### config.mk
export PLATFORM = sky130hd
export DESIGN_NAME = reg_bank_reader_flat
export DESIGN_NICKNAME = d
export VERILOG_FILES = /design/src/rtl/reg_bank_reader_if.sv /design/src/rtl/reg_bank_reader.sv /design/src/flat_wrapper.sv
export SDC_FILE = /design/constraint.sdc
export NUM_CORES = 1
export LEC_CHECK = 0
export CAP_MARGIN = 20
export CORE_ASPECT_RATIO = 0.5
export CORE_UTILIZATION = 42
export DETAILED_ROUTE_END_ITERATION = 12
export PLACE_DENSITY_LB_ADDON = 0.12
export RECOVER_POWER = 50
export SLEW_MARGIN = 20
export SYNTH_ARGS = -nofsm -noshare
export SYNTH_HDL_FRONTEND = slang
export SYNTH_SLANG_ARGS = --single-unit
### constraint.sdc
create_clock -name CLK -period 2.55 [get_ports CLK]
set_input_delay 0.255 -clock CLK [delete_from_list [all_inputs] [get_ports CLK]]
set_output_delay 0.255 -clock CLK [all_outputs]
set_load 0.01 [all_outputs]
### src/rtl/reg_bank_reader_if.sv
// rtl/reg_bank_reader_if.sv - request and read-beat channels of the register bank reader
//
// Purpose: bundles the request handshake, the read-beat handshake and the
//          status flags between the control/debug master and reg_bank_reader.
// Signals:
//   REQ_VALID/REQ_READY/REQ_ADDR/REQ_LEN  read request channel
//   RD_VALID/RD_READY/RD_DATA/RD_ADDR/RD_LAST  read beat channel
//   BUSY  burst in progress, ERR  one-cycle illegal-request pulse
// Modports: master (control/debug side), slave (reg_bank_reader side).

interface reg_bank_reader_if #(
   parameter int NREGS = 8,
   parameter int AW    = 3,
   parameter int DW    = 16
);
   logic          REQ_VALID;
   logic          REQ_READY;
   logic [AW-1:0] REQ_ADDR;
   logic [AW:0]   REQ_LEN;
   logic          RD_VALID;
   logic          RD_READY;
   logic [DW-1:0] RD_DATA;
   logic [AW-1:0] RD_ADDR;
   logic          RD_LAST;
   logic          BUSY;
   logic          ERR;

   modport master (
      output REQ_VALID, REQ_ADDR, REQ_LEN, RD_READY,
      input  REQ_READY, RD_VALID, RD_DATA, RD_ADDR, RD_LAST, BUSY, ERR
   );

   modport slave (
      input  REQ_VALID, REQ_ADDR, REQ_LEN, RD_READY,
      output REQ_READY, RD_VALID, RD_DATA, RD_ADDR, RD_LAST, BUSY, ERR
   );
endinterface

### src/rtl/reg_bank_reader.sv
// rtl/reg_bank_reader.sv - single/burst read responder for a 16-bit register bank
//
// Purpose: accepts a read request (start index, beat count) and returns one
//          register word per beat over a valid/ready handshake, wrapping the
//          index modulo NREGS. Illegal lengths (0 or > NREGS) are rejected
//          with a one-cycle ERR pulse. Never writes the bank.
// Ports:
//   CLK    clock, rising edge
//   RST    asynchronous active-high reset
//   REG_Q  flattened bank contents, reg i = REG_Q[i*DW +: DW]
//   bus    reg_bank_reader_if.slave: request channel, read-beat channel,
//          BUSY and ERR. All outputs are registered.

module reg_bank_reader #(
   parameter int NREGS = 8,
   parameter int AW    = 3,
   parameter int DW    = 16
) (
   input  logic                CLK,
   input  logic                RST,
   input  logic [NREGS*DW-1:0] REG_Q,
   reg_bank_reader_if.slave    bus
);

   typedef enum logic {
      IDLE = 1'b0,
      SEND = 1'b1
   } state_t;

   localparam logic [AW:0] LEN_MAX = (AW+1)'(NREGS);

   state_t        state_q,     state_d;
   logic          req_ready_q, req_ready_d;
   logic          rd_valid_q,  rd_valid_d;
   logic [DW-1:0] rd_data_q,   rd_data_d;
   logic [AW-1:0] rd_addr_q,   rd_addr_d;
   logic          rd_last_q,   rd_last_d;
   logic          busy_q,      busy_d;
   logic          err_q,       err_d;
   // Beats still to be loaded after the one currently presented.
   logic [AW:0]   cnt_q,       cnt_d;

   logic [DW-1:0] regs [NREGS];
   logic [AW-1:0] next_addr;
   logic          req_fire;
   logic          len_bad;

   for (genvar i = 0; i < NREGS; i++) begin : g_regs
      assign regs[i] = REG_Q[i*DW +: DW];
   end

   // NREGS is a power of two, so the AW-bit increment wraps NREGS-1 to 0.
   assign next_addr = rd_addr_q + AW'(1);
   assign req_fire  = bus.REQ_VALID && req_ready_q;
   assign len_bad   = (bus.REQ_LEN == '0) || (bus.REQ_LEN > LEN_MAX);

   always_comb begin
      state_d     = state_q;
      req_ready_d = req_ready_q;
      rd_valid_d  = rd_valid_q;
      rd_data_d   = rd_data_q;
      rd_addr_d   = rd_addr_q;
      rd_last_d   = rd_last_q;
      busy_d      = busy_q;
      err_d       = 1'b0;
      cnt_d       = cnt_q;

      case (state_q)
         IDLE: begin
            // Also raises REQ_READY on the first edge after reset release.
            req_ready_d = 1'b1;
            if (req_fire) begin
               if (len_bad) begin
                  err_d = 1'b1;
               end else begin
                  state_d     = SEND;
                  req_ready_d = 1'b0;
                  busy_d      = 1'b1;
                  rd_valid_d  = 1'b1;
                  rd_addr_d   = bus.REQ_ADDR;
                  rd_data_d   = regs[bus.REQ_ADDR];
                  rd_last_d   = (bus.REQ_LEN == (AW+1)'(1));
                  cnt_d       = bus.REQ_LEN - (AW+1)'(1);
               end
            end
         end

         SEND: begin
            req_ready_d = 1'b0;
            // RD_VALID is always high in SEND; without RD_READY everything
            // holds, so later REG_Q changes do not disturb the presented beat.
            if (bus.RD_READY) begin
               if (rd_last_q) begin
                  state_d     = IDLE;
                  req_ready_d = 1'b1;
                  rd_valid_d  = 1'b0;
                  rd_last_d   = 1'b0;
                  busy_d      = 1'b0;
               end else begin
                  rd_addr_d = next_addr;
                  rd_data_d = regs[next_addr];
                  cnt_d     = cnt_q - (AW+1)'(1);
                  rd_last_d = (cnt_q == (AW+1)'(1));
               end
            end
         end

         default: begin
            state_d = IDLE;
         end
      endcase
   end

   always_ff @(posedge CLK or posedge RST) begin
      if (RST) begin
         state_q     <= IDLE;
         req_ready_q <= 1'b0;
         rd_valid_q  <= 1'b0;
         rd_data_q   <= '0;
         rd_addr_q   <= '0;
         rd_last_q   <= 1'b0;
         busy_q      <= 1'b0;
         err_q       <= 1'b0;
         cnt_q       <= '0;
      end else begin
         state_q     <= state_d;
         req_ready_q <= req_ready_d;
         rd_valid_q  <= rd_valid_d;
         rd_data_q   <= rd_data_d;
         rd_addr_q   <= rd_addr_d;
         rd_last_q   <= rd_last_d;
         busy_q      <= busy_d;
         err_q       <= err_d;
         cnt_q       <= cnt_d;
      end
   end

   assign bus.REQ_READY = req_ready_q;
   assign bus.RD_VALID  = rd_valid_q;
   assign bus.RD_DATA   = rd_data_q;
   assign bus.RD_ADDR   = rd_addr_q;
   assign bus.RD_LAST   = rd_last_q;
   assign bus.BUSY      = busy_q;
   assign bus.ERR       = err_q;

endmodule

### src/flat_wrapper.sv
// flat-port wrapper written by rule: the top's interface ports become plain ports
module reg_bank_reader_flat 
#(
   parameter int NREGS = 8,
   parameter int AW    = 3,
   parameter int DW    = 16
)
  (CLK, RST, REG_Q, bus_REQ_VALID, bus_REQ_ADDR, bus_REQ_LEN, bus_RD_READY, bus_REQ_READY, bus_RD_VALID, bus_RD_DATA, bus_RD_ADDR, bus_RD_LAST, bus_BUSY, bus_ERR);
  reg_bank_reader_if #(.NREGS(NREGS), .AW(AW), .DW(DW)) bus_i ();
  input  logic CLK;
  input  logic RST;
  input  logic [NREGS*DW-1:0] REG_Q;
  input wire logic [$bits(bus_i.REQ_VALID)-1:0] bus_REQ_VALID;
  input wire logic [$bits(bus_i.REQ_ADDR)-1:0] bus_REQ_ADDR;
  input wire logic [$bits(bus_i.REQ_LEN)-1:0] bus_REQ_LEN;
  input wire logic [$bits(bus_i.RD_READY)-1:0] bus_RD_READY;
  output wire logic [$bits(bus_i.REQ_READY)-1:0] bus_REQ_READY;
  output wire logic [$bits(bus_i.RD_VALID)-1:0] bus_RD_VALID;
  output wire logic [$bits(bus_i.RD_DATA)-1:0] bus_RD_DATA;
  output wire logic [$bits(bus_i.RD_ADDR)-1:0] bus_RD_ADDR;
  output wire logic [$bits(bus_i.RD_LAST)-1:0] bus_RD_LAST;
  output wire logic [$bits(bus_i.BUSY)-1:0] bus_BUSY;
  output wire logic [$bits(bus_i.ERR)-1:0] bus_ERR;
  assign bus_i.REQ_VALID = bus_REQ_VALID;
  assign bus_i.REQ_ADDR = bus_REQ_ADDR;
  assign bus_i.REQ_LEN = bus_REQ_LEN;
  assign bus_i.RD_READY = bus_RD_READY;
  assign bus_REQ_READY = bus_i.REQ_READY;
  assign bus_RD_VALID = bus_i.RD_VALID;
  assign bus_RD_DATA = bus_i.RD_DATA;
  assign bus_RD_ADDR = bus_i.RD_ADDR;
  assign bus_RD_LAST = bus_i.RD_LAST;
  assign bus_BUSY = bus_i.BUSY;
  assign bus_ERR = bus_i.ERR;
  reg_bank_reader #(.NREGS(NREGS), .AW(AW), .DW(DW)) u_core (.CLK(CLK), .RST(RST), .REG_Q(REG_Q), .bus(bus_i));
endmodule
Yosys cells after proc, flatten, opt, wreduce, memory -nomap -nowiden
Index checks and enable logic that the tools add are counted.
Word-level totals
  input bits: 139
  bits in registers: 28
Operators by class
  muxes and demuxes: 43
  add/sub/neg operators: 3
  reductions and logical operators: 6
  eq/ne operators: 7
  bitwise gates (word level): 3
  $lt $le $gt $ge: 3
Operators by type and width (count)
  2-to-1 mux 16 bit: 8
  binary-select mux 16 bit (select 3 bit): 2
  one-hot mux 16 bit (2 select lines): 1
  2-to-1 mux 1 bit: 18
  2-to-1 mux 4 bit: 4
  2-to-1 mux 3 bit: 4
  == test 4 x 1 -> 1 bit, second input constant: 2
  >= comparator 4 bit, second input constant: 2
  inequality test 2 bit, second input constant: 4
  inverter 3 -> 4 bit: 2
  one-hot mux 1 bit (2 select lines): 4
  one-hot mux 4 bit (2 select lines): 1
  AND reduction 4 bit: 2
  subtractor 4 x 1 -> 4 bit, second input constant: 2
  one-hot mux 3 bit (2 select lines): 1
  greater-than comparator 4 bit, second input constant: 1
  logical NOT 4 bit: 1
  adder 3 x 1 -> 3 bit, second input constant: 1
  AND reduction 3 bit: 1
  inequality test 2 x 1 -> 1 bit, second input constant: 1
  logical AND 1 bit: 1
  logical OR 1 bit: 1
  inverter 1 bit: 1

Depth between registers and ports, before layout
  depth in word-level cells: 8
  mapped depth: 8
  mapped depth without buffers: 7

Worst setup path before layout
Ideal clock, no wire load.
  kind: flip-flop to flip-flop
  start: reg u_core.rd_addr_q[0], in the netlist u_core.bus.RD_ADDR[0]
  end: reg u_core.rd_data_q[3], in the netlist u_core.bus.RD_DATA[3]
  setup slack: 422 ps
  library setup time: 125 ps
  data required time: 2425 ps
  cell stages (with the launch flop): 8
  arrival: 2003 ps
  path through: dfrtp_1 -> ha_1 -> buf_6 -> buf_8 -> mux4_1 -> a22oi_1 -> nand2_1 -> mux2_2
Between the ends
  word-level cells in the longest chain between the ends: 8
Ends and longest elaborated chain
  from (decl): RTL line reg_bank_reader.sv:36  | logic [AW-1:0] rd_addr_q, rd_addr_d;
  from (signal assigned): RTL line reg_bank_reader.sv:130  | rd_addr_q <= rd_addr_d;
  adder 3 x 1 -> 3 bit: RTL line reg_bank_reader.sv:53  | assign next_addr = rd_addr_q + AW'(1);
  inverter 3 -> 4 bit (not written as such): RTL line reg_bank_reader.sv:101  | rd_data_d = regs[next_addr];
  binary-select mux 16 bit (select 3 bit): RTL line reg_bank_reader.sv:101
  2-to-1 mux 16 bit (not written as such) (2 in a row): RTL line reg_bank_reader.sv:101
  2-to-1 mux 16 bit: RTL line reg_bank_reader.sv:93  | if (rd_last_q) begin
  2-to-1 mux 16 bit: RTL line reg_bank_reader.sv:92  | if (bus.RD_READY) begin
  one-hot mux 16 bit (2 select lines): RTL line reg_bank_reader.sv:68  | case (state_q)
  to (signal assigned): RTL line reg_bank_reader.sv:129  | rd_data_q <= rd_data_d;
  to (decl): RTL line reg_bank_reader.sv:35  | logic [DW-1:0] rd_data_q, rd_data_d;
Every way passes these cells. The select of a mux whose other input is x is not followed.
A chain may end at the register's enable or synchronous reset.

Worst setup path in the final report
  start: reg u_core.rd_addr_q[1], in the netlist u_core.bus.RD_ADDR[1]
  end: reg u_core.rd_data_q[6], in the netlist u_core.bus.RD_DATA[6]
Same word-level chain as after synthesis.

==> impl_metrics.yaml <==
run_status:
  status: "complete, but fails checks"
  violations: "capacitance limit, slew limit"
power:
  p_leak_nw: 2.06
  comb_power_share: 0.704
  p_switching_w: 0.00168
  swShare: 0.381
  power_frac_seq: 0.189
  fin_total_pwr_w: 0.00441
  power.internal_w: 0.00273
  clkPwrFrac: 0.107
  irDropWorstVdd_uv: 446
  power.density_nw_per_um2: 849
setup_path:
  critical_path_required_ns: 2.70
  cpPeakStageDelay_ns: 0.56
  arrival_ns: 2.61
  crit_chain: "ha_2 -> buf_12 -> mux4_1 -> a22oi_1 -> nand2_1 -> mux2_2"
  cp_slowest_cell: "mux4_1"
  cp_num_buf_inv: 1
  crit_type: "reg -> reg"
  cp-end-kind: "flip-flop"
  path_max_fanout: 16
  cp_top_family: "multiplexers"
  cp-start-kind: "flip-flop"
place:
  gp_congestion: 0.943
  io_buffers: 162
  hpwl_um: 8740
yosys:
  synth_cells: 253
  yosysSeqAreaShare: 0.204
  async_reset_ff_frac: 1.00
  synthesis.area_um2: 3430
  netlist-cell-type-count: 37
  ys.flop_type: "dfrtp_1"
  synth-edff-count: 0
  postSynthAreaPerCell_um2: 13.6
  syn-num-nets: 397
  yosys_warnings: 0
  ys_ff_latch: 28
sta:
  hold_viol: 0
  skew_ns: 0.00155
  relSlewSlack: -0.0389
  max_freq_mhz: 407
  rsz0062_at_grt: "false"
  maxSlewViolCount: 29
  fin_crit_ns: 2.45
  tightest_slew_ns: 1.56
  fin_crit_sh: 0.963
  hold_slack_ns: 0.504
  setup_viol: 0
  setup_tns_ns: 0
clock_network:
  clkSinkCount: 28
  clockBufferDepth: 2
  ctsRootBufferMaster: "clkbuf_16"
  postCtsSetupBuffers: 0
  holdBufCountCts: 0
  clkLatencyLatePin_ns: 0.26
  ctsResizeCount: 0
  numCtsBuffers: 3
  cts.clk_slew.worst_paths_ns: 0.07
  cts.htree.levels: 1
  cts_tree: "built"
detailed_routing:
  route.antenna.remaining_nets: 0
  avgViaCountPerCell: 6.01
  wl_per_cell_um: 21.0
  via_count: 3084
  first_iter_violations: 178
  drc_errors: 0
  wl_um: 10800
  drtPass1Iterations: 4
floorplan:
  die_w_um: 130
  core_um2: 7600
  start_util: 0.451
  rows: 22
  die_y_um: 65.9
  fp.dieArea_um2: 8550
  num_io_pins: 163
global_route:
  grt_overflow: 0
  grtUsageMet1: 0.380
  use_met3: 0.0405
  grt_pass1_wl_um: 17000
  grt_usage: 0.268
  grt_pass1_vias: 3270
  antenna_found_initial: 0
  use_met2: 0.445
  grt.busiest_layer: "met2"
  grt_max_degree: 36
finish:
  final_common_cell: "clkdlybuf4s50_1"
  seqCellArea_um2: 701
  insertedDiodeCount: 0
  nNetsFinal: 550
  final_cell_mix: "clkdlybuf4s50_1, mux4_2, a22oi_1, mux4_1, dfrtp_1"
  utilization: 0.684
  multi_input_area_um2: 2460
  n_fill_cell: 569
  syn_to_final_growth_pct: 51.5
  drive_above_1_share: 0.183
run:
  maxCapViolations: 1
hold_path:
  hp-class: "reg -> reg"
## flip-flops by register name, indices dropped and copies added (netlist names)
signal / cells
u_core.bus.BUSY: 1
u_core.bus.ERR: 1
u_core.bus.RD_ADDR: 3
u_core.bus.RD_DATA: 16
u_core.bus.RD_LAST: 1
u_core.bus.REQ_READY: 1
u_core.cnt_q: 4
u_core.state_q: 1
## path summary, 6_finish.rpt
check | start | end | slack, ns | depth (start not counted)
max reg2reg | u_core.bus.RD_ADDR[1]$_DFFE_PP0P_ | u_core.bus.RD_DATA[6]$_DFFE_PP0P_ | 0.1 | 6
max | u_core.bus.RD_ADDR[1]$_DFFE_PP0P_ | u_core.bus.RD_DATA[6]$_DFFE_PP0P_ | 0.1 | 6
min in group asynchronous | RST | u_core.bus.RD_LAST$_DFFE_PP0P_ | 0.97 | 3
min reg2reg | u_core.bus.RD_DATA[1]$_DFFE_PP0P_ | u_core.bus.RD_DATA[1]$_DFFE_PP0P_ | 0.50 | 1
min | u_core.bus.RD_DATA[1]$_DFFE_PP0P_ | u_core.bus.RD_DATA[1]$_DFFE_PP0P_ | 0.50 | 1
max in group asynchronous | RST | u_core.bus.RD_DATA[9]$_DFFE_PP0P_ | 0.68 | 3
## logic make-up after synthesis
| logic type | share of synthesized area |
|---|---|
| multiplexers | 0.536 |
| AO/OA/AOI/OAI | 0.0981 |
| AND/OR/NAND/NOR | 0.0525 |
| buffers and inverters | 0.0762 |
| flip-flops | 0.204 |
| XOR/XNOR | 0.0150 |
| adder cells (fa/ha/maj) | 0.0182 |
## per-layer routing
layer / routed length, um / part of all wire
met1: 4870 / 0.45
met2: 5180 / 0.48
met3: 676 / 0.063
met4: 30 / 0.0028
met5: 0 / 0
## cells in the mapped netlist, types with 2 or more instances
master	count	area, um^2
mux4_2	34	766
nor3_1	3	15.0
a21oi_1	2	10.0
a22oi_1	29	218
mux4_1	29	762
xnor2_1	3	26.3
a21o_1	2	15.0
buf_4	4	30.0
buf_8	3	45.0
ha_1	5	62.6
inv_1	11	41.3
nand3_1	4	20.0
dfrtp_1	28	701
mux2i_1	7	70.1
mux2_2	19	214
nor2_1	6	22.5
clkbuf_1	10	37.5
nor4_1	2	12.5
buf_6	8	90.1
nand2_1	18	67.6
and3_1	2	12.5
o21ai_0	9	45.0
## per-stage QoR
stage / instances / setup WS [ns] / cell area, um^2
floorplan: 253 / 0.422 / 3430
global placement: 509 / 0.133 / 5100
detailed placement: 509 / 0.100 / 5100
CTS: 513 / 0.0861 / 5210
global route: 513 / 0.000683 / 5190
finish: 513 / 0.0954 / 5190
## power by group through the flow
stage / registers (W) / logic (W) / clock network [W]
floorplan: 0.000880 / 0.00209 / 0
global placement: 0.000834 / 0.00309 / 0
detailed placement: 0.000844 / 0.00314 / 0
CTS: 0.000838 / 0.00315 / 0.000477
global route: 0.000862 / 0.00335 / 0.000493
finish: 0.000835 / 0.00310 / 0.000470
## final cells by class
type / instances / area share
multi-input cells: 187 / 0.474
repair buffers: 175 / 0.336
flip-flops and latches: 28 / 0.135
well taps: 108 / 0.0260
clock buffers: 3 / 0.0145
inverters: 11 / 0.00795
clock inverters: 1 / 0.00578
Power figures use the tool's default switching activity.
